<file path="src/rtl/playback_pkg.sv">
// Shared definitions for the playback sequencer: state encoding and flow-control bytes.
package playback_pkg;

    typedef enum logic [1:0] {
        STATE_PREFILL = 2'd0,
        STATE_PLAY    = 2'd1,
        STATE_PAUSE   = 2'd2
    } state_e;

    localparam logic [7:0] XON_BYTE  = 8'h11;
    localparam logic [7:0] XOFF_BYTE = 8'h13;

endpackage

</file>
<file path="src/rtl/playback_ctrl_btn_debounce.sv">
// Pushbutton conditioning: 2-FF synchronizer, stability counter, one-cycle press pulse.
module btn_debounce #(
    parameter int DEBOUNCE_CYC = 270000
) (
    input  logic clk,
    input  logic rst_n,
    input  logic btn_n,
    output logic press
);

    localparam int CW = $clog2(DEBOUNCE_CYC + 1);

    logic          sync1;
    logic          sync2;
    logic          stable;
    logic [CW-1:0] cnt;

    // A new level must be seen for DEBOUNCE_CYC consecutive cycles; any return resets the count.
    always_ff @(posedge clk) begin
        if (!rst_n) begin
            sync1  <= 1'b1;
            sync2  <= 1'b1;
            stable <= 1'b1;
            cnt    <= '0;
            press  <= 1'b0;
        end else begin
            sync1 <= btn_n;
            sync2 <= sync1;
            press <= 1'b0;
            if (sync2 == stable) begin
                cnt <= '0;
            end else if (cnt == CW'(DEBOUNCE_CYC - 1)) begin
                stable <= sync2;
                cnt    <= '0;
                press  <= ~sync2;
            end else begin
                cnt <= cnt + 1'b1;
            end
        end
    end

endmodule

</file>
<file path="src/rtl/playback_ctrl.sv">
// Playback sequencer: prefill/play/pause FSM, DAC mute, XON/XOFF pacing of the host.
// Define PLAYBACK_CTRL_STATS_EN to implement the saturating underrun counter.
module playback_ctrl
    import playback_pkg::*;
#(
    parameter int DEPTH        = 512,
    parameter int PREFILL      = 256,
    parameter int HIGH_WM      = 448,
    parameter int LOW_WM       = 128,
    parameter int DEBOUNCE_CYC = 270000,
    parameter int UNMUTE_DLY   = 64,
    localparam int LEVEL_W     = $clog2(DEPTH + 1)
) (
    input  logic               clk,
    input  logic               rst_n,
    input  logic [LEVEL_W-1:0] fifo_level,
    input  logic               sample_tick,
    input  logic               btn_n,
    output logic               play_en,
    output logic               mute,
    output logic [7:0]         tx_data,
    output logic               tx_valid,
    input  logic               tx_ready,
    output logic [1:0]         state,
    output logic [15:0]        underrun_cnt
);

    localparam logic [1:0] ST_PREFILL = STATE_PREFILL;
    localparam logic [1:0] ST_PLAY    = STATE_PLAY;
    localparam logic [1:0] ST_PAUSE   = STATE_PAUSE;
    localparam int         UW         = $clog2(UNMUTE_DLY + 2);

    logic          press;
    logic          underrun;
    logic [1:0]    next_state;
    logic [UW-1:0] unmute_cnt;
    logic [UW-1:0] unmute_inc;
    logic          host_stopped;

    btn_debounce #(
        .DEBOUNCE_CYC(DEBOUNCE_CYC)
    ) u_btn (
        .clk   (clk),
        .rst_n (rst_n),
        .btn_n (btn_n),
        .press (press)
    );

    assign underrun = (state == ST_PLAY) && sample_tick && (fifo_level == '0);

    // A press overrides any level-driven transition; the underrun is still counted below.
    always_comb begin
        next_state = state;
        case (state)
            ST_PREFILL: begin
                if (press)
                    next_state = ST_PAUSE;
                else if (fifo_level >= LEVEL_W'(PREFILL))
                    next_state = ST_PLAY;
            end
            ST_PLAY: begin
                if (press)
                    next_state = ST_PAUSE;
                else if (underrun)
                    next_state = ST_PREFILL;
            end
            ST_PAUSE: begin
                if (press)
                    next_state = ST_PREFILL;
            end
            default: next_state = ST_PREFILL;
        endcase
    end

    assign unmute_inc = (sample_tick && (unmute_cnt < UW'(UNMUTE_DLY))) ? unmute_cnt + 1'b1
                                                                          : unmute_cnt;

    // play_en and mute are derived from next_state so they change together with state.
    always_ff @(posedge clk) begin
        if (!rst_n) begin
            state      <= ST_PREFILL;
            play_en    <= 1'b0;
            mute       <= 1'b1;
            unmute_cnt <= '0;
        end else begin
            state   <= next_state;
            play_en <= (next_state == ST_PLAY);
            if (next_state != ST_PLAY) begin
                unmute_cnt <= '0;
                mute       <= 1'b1;
            end else if (state != ST_PLAY) begin
                unmute_cnt <= '0;
                mute       <= (UNMUTE_DLY != 0);
            end else begin
                unmute_cnt <= unmute_inc;
                mute       <= (unmute_inc < UW'(UNMUTE_DLY));
            end
        end
    end

    // One byte in flight at most; the watermark test only runs while nothing is pending.
    always_ff @(posedge clk) begin
        if (!rst_n) begin
            tx_valid     <= 1'b0;
            tx_data      <= 8'h00;
            host_stopped <= 1'b0;
        end else if (tx_valid) begin
            if (tx_ready) begin
                tx_valid     <= 1'b0;
                host_stopped <= ~host_stopped;
            end
        end else if (!host_stopped && (fifo_level >= LEVEL_W'(HIGH_WM))) begin
            tx_valid <= 1'b1;
            tx_data  <= XOFF_BYTE;
        end else if (host_stopped && (fifo_level <= LEVEL_W'(LOW_WM))) begin
            tx_valid <= 1'b1;
            tx_data  <= XON_BYTE;
        end
    end

`ifdef PLAYBACK_CTRL_STATS_EN
    logic [15:0] underrun_q;

    always_ff @(posedge clk) begin
        if (!rst_n)
            underrun_q <= 16'h0000;
        else if (underrun && (underrun_q != 16'hFFFF))
            underrun_q <= underrun_q + 16'h0001;
    end

    assign underrun_cnt = underrun_q;
`else
    assign underrun_cnt = 16'h0000;
`endif

endmodule

</file>
<file path="config.mk">
export PLATFORM = sky130hd
export DESIGN_NAME = playback_ctrl
export DESIGN_NICKNAME = d
export VERILOG_FILES = /design/src/rtl/playback_pkg.sv /design/src/rtl/playback_ctrl_btn_debounce.sv /design/src/rtl/playback_ctrl.sv
export SDC_FILE = /design/constraint.sdc
export NUM_CORES = 1
export LEC_CHECK = 0
export BUFFER_PORTS_ARGS = -buffer_cell sky130_fd_sc_hd__buf_4
export CAP_MARGIN = 20
export CELL_PAD_IN_SITES_DETAIL_PLACEMENT = 2
export CELL_PAD_IN_SITES_GLOBAL_PLACEMENT = 2
export CORE_MARGIN = 4
export CORE_UTILIZATION = 35
export CTS_BUF_LIST = sky130_fd_sc_hd__clkbuf_8
export DETAILED_ROUTE_END_ITERATION = 7
export HOLD_SLACK_MARGIN = 0.02
export PLACE_DENSITY = 0.87
export SYNTH_ARGS = -nofsm -noshare
export SYNTH_HDL_FRONTEND = slang
export SYNTH_SLANG_ARGS = --single-unit
export TNS_END_PERCENT = 1
</file>
<file path="constraint.sdc">
create_clock -name clk -period 2.9 [get_ports clk]
set_clock_uncertainty 0.2 [all_clocks]
set_input_delay 0.145 -clock clk [delete_from_list [all_inputs] [get_ports clk]]
set_output_delay 0.145 -clock clk [all_outputs]
set_load 0.05 [all_outputs]
</file>
## Yosys cells after proc, flatten, opt, wreduce, memory -nomap -nowiden

Index checks and enable logic that the tools add are counted.

| storage, ports and cells | value |
|---|---|
| logic and storage cells | 60 |
| output and inout bits | 29 |
| register bits after elaboration | 44 |
| bits of input ports | 15 |

| cells by class | value |
|---|---|
| reduce and logical (&&, ||, !) cells | 15 |
| equal/unequal tests | 7 |
| $lt $le $gt $ge | 5 |
| mux-type cells | 13 |
| bitwise gates (word level) | 6 |
| add/subtract/negate cells | 2 |

Operators by type and width:

| kind | count |
|---|---|
| $ge 10x9->1 const B | 2 |
| $add 19x1->19 const B | 1 |
| $eq 19x19->1 const B | 1 |
| $mux 8 | 2 |
| $lt 7x7->1 const B | 2 |
| $le 10x8->1 const B | 1 |
| $logic_not 10->1 | 1 |
| $mux 2 | 5 |
| $reduce_or 3->1 | 3 |
| $add 7x1->7 const B | 1 |
| $mux 7 | 1 |
| $not 1->1 | 6 |
| $pmux 2 s3 | 1 |
| $reduce_and 2->1 | 3 |
| $logic_and 1x1->1 | 5 |
| $eq 2x1->1 const B | 2 |
| $mux 1 | 4 |
| $ne 2x1->1 const B | 2 |
| $eq 2x2->1 const B | 1 |
| $logic_not 2->1 | 1 |
| $reduce_bool 2->1 | 1 |
| $eq 1x1->1 | 1 |
| $logic_not 1->1 | 1 |

## Longest topological paths before layout

Gate-level depths: netlist of run 1.

| logic depth | value |
|---|---|
| depth in word-level cells | 8 |
| gate-level depth with buffers | 7 |
| mapped depth without buffers | 5 |

## Cells and area by module

Synthesis of run 1 repeated with hierarchy kept, for this count alone.

| unflattened totals | value |
|---|---|
| cells, all modules | 203 |
| area, all modules | 1864.3 sq um |

Modules (own cells, without submodules):

| module | area each (sq um) | cells each | seq. area each (sq um) | instances |
|---|---|---|---|---|
| btn_debounce | 1004.7 | 110 | 460.4 | 1 |
| playback_ctrl | 859.6 | 93 | 300.3 | 1 |

## Worst setup path before layout of run 1

No wires, ideal clock.

| timing path | value |
|---|---|
| kind | reg-to-reg |
| from | reg state[1] |
| to | reg mute |
| buffers on the path | 0 |
| arrival | 1.466 ns |
| period minus slack after synthesis | 1.789 ns |
| setup slack | 1.111 ns |
| stages on the path, launching flop included | 4 |
| setup time | 0.123 ns |
| required time | 2.577 ns |
| cells stage by stage | dfxtp_1 -> nor3b_1 -> o311ai_4 -> or2_2 |

| between the ends | value |
|---|---|
| cells in the longest elaborated chain, start to end | 8 |
| elaborated cells between the ends (all ways) | 14 |
| classes of those cells | eq/ne (4); mux (6); reduce/logical (4) |

Ends and longest elaborated chain:

| what | RTL line | source |
|---|---|---|
| from (decl) | playback_ctrl.sv:24 | `output logic [1:0] state,` |
| from (signal assigned) | playback_ctrl.sv:86 | `state <= next_state;` |
| $eq 2x1->1 | playback_ctrl.sv:49, playback_ctrl.sv:54 |  |
| $logic_and 1x1->1 (2 in series) | playback_ctrl.sv:49 | `assign underrun = (state == ST_PLAY) && sample_tick && (fifo_level == '0);` |
| $mux 2 | playback_ctrl.sv:64 | `else if (underrun)` |
| $mux 2 | playback_ctrl.sv:62 | `if (press)` |
| $pmux 2 s3 | playback_ctrl.sv:54 | `case (state)` |
| $ne 2x1->1 | playback_ctrl.sv:88 | `if (next_state != ST_PLAY) begin` |
| $reduce_or 3->1 (no source line) * | - |  |
| to (signal assigned) | playback_ctrl.sv:93 | `mute <= (UNMUTE_DLY != 0);` |
| to (signal assigned) | playback_ctrl.sv:96 | `mute <= (unmute_inc < UW'(UNMUTE_DLY));` |
| to (decl) | playback_ctrl.sv:20 | `output logic mute,` |

Mark *: on every way between the ends. The rest lies on a longest branch, timed or not.
A chain may end at the register's enable or synchronous reset.

## Worst setup path in the final report of run 1

| timing path | value |
|---|---|
| from | reg u_btn.cnt[4] |
| to | reg u_btn.cnt[6] |

| between the ends | value |
|---|---|
| cells in the longest elaborated chain, start to end | 2 |
| elaborated cells between the ends (all ways) | 3 |
| classes of those cells | add/sub (1); eq/ne (1); reduce/logical (1) |

Ends and longest elaborated chain:

| what | RTL line | source |
|---|---|---|
| from (decl) | playback_ctrl_btn_debounce.sv:16 | `logic [CW-1:0] cnt;` |
| from (signal assigned) | playback_ctrl_btn_debounce.sv:37 | `cnt <= cnt + 1'b1;` |
| branches (longest 2 deep; another with $add 19x1->19) | - |  |

Several ways; the timed one is not identified.

==> results of run 1 <==
-- metal layers --
metal,GRT usage,part of all wire,vias to the layer above
li1,-,-,723
met5,0,0,-
met1,0.158,0.41,721
met3,0.0527,0.060,5
met4,0.0405,0.0061,0
met2,0.257,0.52,32
-- flip-flops by register name, indices dropped and copies added (netlist names) --
register / flops
u_btn.sync2: 1
play_en: 1
u_btn.press: 1
u_btn.sync1: 1
u_btn.stable: 1
u_btn.cnt: 19
unmute_cnt: 7
tx_valid: 1
state: 2
host_stopped: 1
tx_data: 2
mute: 1
-- power by group through the flow --
stage          clock network (W)  registers, W  logic [W]
3_5_place_dp                   0      0.000555   0.000160
4_1_cts                 0.000401      0.000543   0.000166
2_1_floorplan                  0      0.000578   0.000122
3_3_place_gp                   0      0.000555   0.000157
6_report                0.000388      0.000543   0.000165
5_1_grt                 0.000431      0.000545   0.000175
-- cell families after synthesis --
kind of cell    Yosys count  share of synthesized area
xor+xnor                 20                     0.0960
simple gates             93                      0.259
fa+ha+maj                 2                     0.0137
flops                    38                      0.417
compound gates           17                     0.0755
other cells               1                    0.00206
buf+inv                  31                      0.120
mux                       3                     0.0165
-- Yosys cell counts, drive strengths merged, types with 4 or more instances --
| library cell | number |
|---|---|
| nand3 | 8 |
| xor2 | 8 |
| nor4 | 9 |
| buf | 24 |
| nor2 | 31 |
| and3 | 5 |
| xnor2 | 12 |
| nand2 | 10 |
| dfxtp | 38 |
| nor2b | 5 |
| inv | 4 |
| nor3 | 6 |
| nand4 | 8 |
-- worst register-to-register path: cells and delay by family, from the launching register on --
kind	cells	cell delay, ns
AOI/OAI and AO/OA	1	0.59
DFF	1	0.36
and+or+nand+nor	3	0.78
-- stage by stage --
step	worst slack, ns	cells	instance area [um2]	power [W]
after floorplan	1.11	225	1900	0.000701
after global placement	0.886	290	1950	0.000711
after detailed placement	0.789	290	1950	0.000715
after CTS	0.774	303	2090	0.00111
after global routing	0.618	303	2090	0.00115
final	0.831	303	2090	0.00110
-- path summary, 6_finish.rpt --
kind | startpoint | to | slack [ns] | cells past startpoint
setup / recovery | u_btn.cnt[4] | u_btn.cnt[6] | 0.83 | 4
hold reg to reg | u_btn.sync1 | u_btn.sync2 | 0.22 | 1
setup reg to reg | u_btn.cnt[4] | u_btn.cnt[6] | 0.83 | 4
hold / removal | fifo_level[8] | state[0] | 0.06 | 3
-- cell type report --
type	count	area, um2	area share
Clock inverter	2	12.5	0.00598
Tap cell	70	87.6	0.0418
Inverter	4	15.0	0.00717
Multi-Input combinational cell	156	920	0.439
Clock buffer	6	82.6	0.0395
Timing Repair Buffer	27	215	0.103
Sequential cell	38	761	0.363
==> impl_metrics.json, run 1 <==
{
  "outcome": "completed",
  "synthFlopType": "dfxtp_1",
  "finalSetupViolCount": 0,
  "core_area_um2": 5070,
  "synthCells": 205,
  "combPwrFrac": 0.151,
  "die_w_um": 80.2,
  "drt_first_pass_iters": 4,
  "cap_violations": 0,
  "swShare": 0.300,
  "p_sw_w": 0.000329,
  "finalCriticalPeriod_ns": 2.07,
  "hold_class": "primary input to flip-flop",
  "syn_area_per_cell_um2": 8.90,
  "seq_power_share": 0.495,
  "synth_cell_type_count": 39,
  "rsz0062_at_grt": "false",
  "cts-htree-levels": 2,
  "cp_max_fo": 17,
  "cp_data_required_time_ns": 2.86,
  "globalplace.congestion": 0.754,
  "arrival_ns": 2.03,
  "io_buffers": 22,
  "finalHoldViolations": 0,
  "num_antenna_cells": 0,
  "cts_setup_buffers": 0,
  "antenna_found_initial": 0,
  "clk_pin_slew_ns": 0.07,
  "worst_setup_path_start_kind": "flip-flop",
  "netlist_area_um2": 1820,
  "num_vias": 1481,
  "rows": 26,
  "synth_top_cell_by_area": "dfxtp_1",
  "netlist.area_leader.share": 0.417,
  "synth_seq_cells": 38,
  "finalMaxSlewViolations": 0,
  "cts_buffers": 5,
  "ys_async_sr_fraction": 0,
  "dieHeight_um": 80.2,
  "endpoint_kind": "flip-flop",
  "setup_tns_ns": 0,
  "dieArea_um2": 6430,
  "grt_start_max_net_pins": 18,
  "drc": 0,
  "cp_top_family": "simple AND/OR/NAND/NOR gates",
  "grt_pass1_vias": 1541,
  "drive_gt1_frac": 0.142,
  "drtIter0Drc": 36,
  "place_hpwl_mm": 3.12,
  "final_core_utilization": 0.412,
  "slowest_stage": "a41o_1",
  "ios": 44,
  "grt_pass1_wl_mm": 7.12,
  "most-common-layout-cells": "dfxtp_1 (38), nor2_1 (31), buf_4 (22), conb_1 (21), xnor2_1 (12)",
  "worst_pin_slew_ns": 0.603,
  "finalCritPeriodShare": 0.714,
  "p_leak_nw": 0.776,
  "clk_path_buf_depth": 2,
  "cp_common_cell": "nor2_1",
  "final_common_cell": "dfxtp_1",
  "antenna_left": 0,
  "wl_per_cell_um": 14.1,
  "p_per_area_nw_per_um2": 524,
  "finalWirelength_mm": 4.26,
  "relSlewSlack": 0.598,
  "overflow": 0,
  "cts_sinks": 38,
  "peakVddDrop_v": 0.000250,
  "ctsResizeCount": 0,
  "drt-vias-per-instance": 4.89,
  "syn_to_final_growth_pct": 14.7,
  "clock-root-buffer": "clkbuf_8",
  "nets": 249,
  "synth_warnings": 0,
  "cts_tree": "done",
  "fmax_mhz": 483,
  "max_stage_delay_ns": 0.59,
  "fill_cells": 601,
  "p_clk_frac": 0.354,
  "p_int_w": 0.000767,
  "crit_buf_inv": 0,
  "gr-usage-all-layers": 0.144,
  "synth_area_leaders": "dfxtp_1 (42%), buf_4 (9.1%), nor2_1 (6.4%)",
  "synth-seq-area-share": 0.417,
  "crit_type": "flip-flop to flip-flop",
  "synth_edf_count": 0,
  "path_cells": "or4_1 -> nor2_1 -> a41o_1 -> nor2_1",
  "hold_ws_ns": 0.0609,
  "start_util": 0.359,
  "clk_latency_ns": 0.30,
  "holdBufCountCts": 5
}
(Power assumes the default switching activity.)
==> run 2: changes to the inputs <==
--- a/config.mk
+++ b/config.mk
@@ -10,11 +10,11 @@
 export CELL_PAD_IN_SITES_DETAIL_PLACEMENT = 2
 export CELL_PAD_IN_SITES_GLOBAL_PLACEMENT = 2
 export CORE_MARGIN = 4
-export CORE_UTILIZATION = 35
+export CORE_UTILIZATION = 32
 export CTS_BUF_LIST = sky130_fd_sc_hd__clkbuf_8
 export DETAILED_ROUTE_END_ITERATION = 7
 export HOLD_SLACK_MARGIN = 0.02
-export PLACE_DENSITY = 0.87
+export PLACE_DENSITY = 0.8
 export SYNTH_ARGS = -nofsm -noshare
 export SYNTH_HDL_FRONTEND = slang
 export SYNTH_SLANG_ARGS = --single-unit
==> constraint.sdc (replaced) <==
create_clock -name clk -period 2.1 [get_ports clk]
set_clock_uncertainty 0.2 [all_clocks]
set_input_delay 0.105 -clock clk [delete_from_list [all_inputs] [get_ports clk]]
set_output_delay 0.105 -clock clk [all_outputs]
set_load 0.05 [all_outputs]
==> run 2 against run 1 <==
Design area rose by 3.9%. Highest routed layer unchanged. Critical endpoint is now tx_data[1]. Largest power group unchanged. Utilization shrank 1.7 points. Register-to-register slack got worse by 0.55 ns. Combinational power grew 44%. Via count rose by 2.0%. Non-clock buffer count rose by 9. Hold slack better by 0.065 ns. Critical path type is now primary input to flip-flop. Flip-flop and latch count unchanged. Sequential power increased by 38%. Count of clock-buffer cells in the layout is the same. Wire length grew 9.1%.
==> impl_metrics.json, run 2 (synthesis results as in run 1) <==
{
  "outcome": "completed",
  "seq_power_share": 0.495,
  "endpoint_kind": "flip-flop",
  "post-place-ws_ns": 0.308,
  "cts_tree": "done",
  "gr-usage-all-layers": 0.145,
  "cts_buffers": 5,
  "finalCritPeriodShare": 0.934,
  "drt_first_pass_iters": 4,
  "hold_class": "primary input to flip-flop",
  "worstRegToRegCells": 5,
  "cts_sinks": 38,
  "antenna_left": 0,
  "cp_max_fo": 3,
  "regMostFlops": "u_btn.cnt",
  "fin_area_um2": 2180,
  "crit_type": "primary input to flip-flop",
  "cts-htree-levels": 2,
  "swShare": 0.299,
  "dpl_cell_area_um2": 1990,
  "final_common_cell": "dfxtp_1",
  "rows": 27,
  "cts_setup_buffers": 0,
  "peakVddDrop_v": 0.000312,
  "start_util": 0.331,
  "path_cells": "dlygate4sd3_1 -> buf_4 -> nor2_1 -> nand2_1 -> dlygate4sd3_1 -> nor4_2 -> nor2_1",
  "instances_no_fill": 314,
  "max_stage_delay_ns": 0.59,
  "dp.cells": 297,
  "p_int_w": 0.00106,
  "globalplace.congestion": 0.756,
  "relSlewSlack": 0.645,
  "drive_gt1_frac": 0.157,
  "dieHeight_um": 83.5,
  "p_leak_nw": 0.822,
  "worst_setup_path_start_kind": "primary input",
  "finalMaxSlewViolations": 0,
  "overflow": 0,
  "nets": 258,
  "clk_latency_ns": 0.30,
  "rsz0062_at_grt": "false",
  "grt_pass1_vias": 1660,
  "final_core_utilization": 0.395,
  "antenna_found_initial": 0,
  "worst_pin_slew_ns": 0.532,
  "arrival_ns": 1.95,
  "reg2reg_slack_ns": 0.28,
  "die_w_um": 83.5,
  "cp_data_required_time_ns": 2.09,
  "syn_to_final_growth_pct": 19.3,
  "min_path_cells": 5,
  "cap_violations": 0,
  "p_clk_frac": 0.349,
  "wl_per_cell_um": 14.8,
  "clk_pin_slew_ns": 0.08,
  "drc": 0,
  "finalHoldViolations": 0,
  "p_per_area_nw_per_um2": 696,
  "largest_register_ffs": 19,
  "combPwrFrac": 0.156,
  "reg_top3": "u_btn.cnt: 19 flops, unmute_cnt: 7 flops",
  "fin_ws_ns": 0.139,
  "setup_tns_ns": 0,
  "clk_path_buf_depth": 2,
  "drtIter0Drc": 43,
  "core_area_um2": 5510,
  "finalSetupViolCount": 0,
  "clock-root-buffer": "clkbuf_8",
  "place_hpwl_mm": 3.26,
  "p_sw_w": 0.000454,
  "fill_cells": 624,
  "num_vias": 1510,
  "num_antenna_cells": 0,
  "ios": 44,
  "finalCriticalPeriod_ns": 1.96,
  "finalWirelength_mm": 4.65,
  "slowest_stage": "dlygate4sd3_1",
  "drt-vias-per-instance": 4.81,
  "grt_start_max_net_pins": 14,
  "grt_pass1_wl_mm": 8.12,
  "io_buffers": 22,
  "most-common-layout-cells": "dfxtp_1 (38), nor2_1 (31), buf_4 (27), conb_1 (21), xnor2_1 (12)",
  "dieArea_um2": 6970,
  "fmax_mhz": 510
}
run 2: worst max-delay path: cells and delay by family:
family	cells	cell delay [ns]
buffers and inverters	3	1.28
and+or+nand+nor	4	0.57
run 2: stage by stage:
stage | hold slack (ns) | total power, W
floorplan | 0.00647 | 0.000968
global placement | 0.0917 | 0.000985
detailed placement | 0.0937 | 0.000989
CTS | 0.0779 | 0.00154
global route | 0.170 | 0.00160
finish | 0.126 | 0.00152
run 2: worst paths after layout:
kind                       from       endpoint
setup / recovery  fifo_level[9]     tx_data[1]
hold / removal    fifo_level[6]     tx_data[1]
setup reg to reg   u_btn.cnt[4]  u_btn.cnt[10]
hold reg to reg     u_btn.sync1    u_btn.sync2
run 2: layout make-up:
class                      count  area, um2  share of cell area
tap                           72       90.1              0.0414
inverter                       4       15.0             0.00690
sequential                    38        761               0.350
clock buffer                   6       82.6              0.0380
clock inverter                 2       8.76             0.00403
timing repair buffer          36        293               0.135
multi-input combinational    156        926               0.426
run 2: repair_timing:
item	in CTS	in global routing
resized for setup	0	1
hold buffers	9	0
endpoints found under the hold margin	18	0
endpoints found under the setup margin	0	1
run 2: power groups by stage:
stage / logic (W) / clock network (W) / registers [W]
final: 0.000237 / 0.000528 / 0.000750
after detailed placement: 0.000222 / 0 / 0.000767
after CTS: 0.000235 / 0.000553 / 0.000750
after floorplan: 0.000169 / 0 / 0.000799
after global placement: 0.000219 / 0 / 0.000766
after global routing: 0.000251 / 0.000595 / 0.000753
run 2: metal layers:
layer	vias to the layer above	routed length, um	track usage
li1	736	-	-
met1	739	1870	0.156
met2	29	2460	0.259
met3	6	249	0.0533
met4	0	68	0.0497
met5	-	0	0
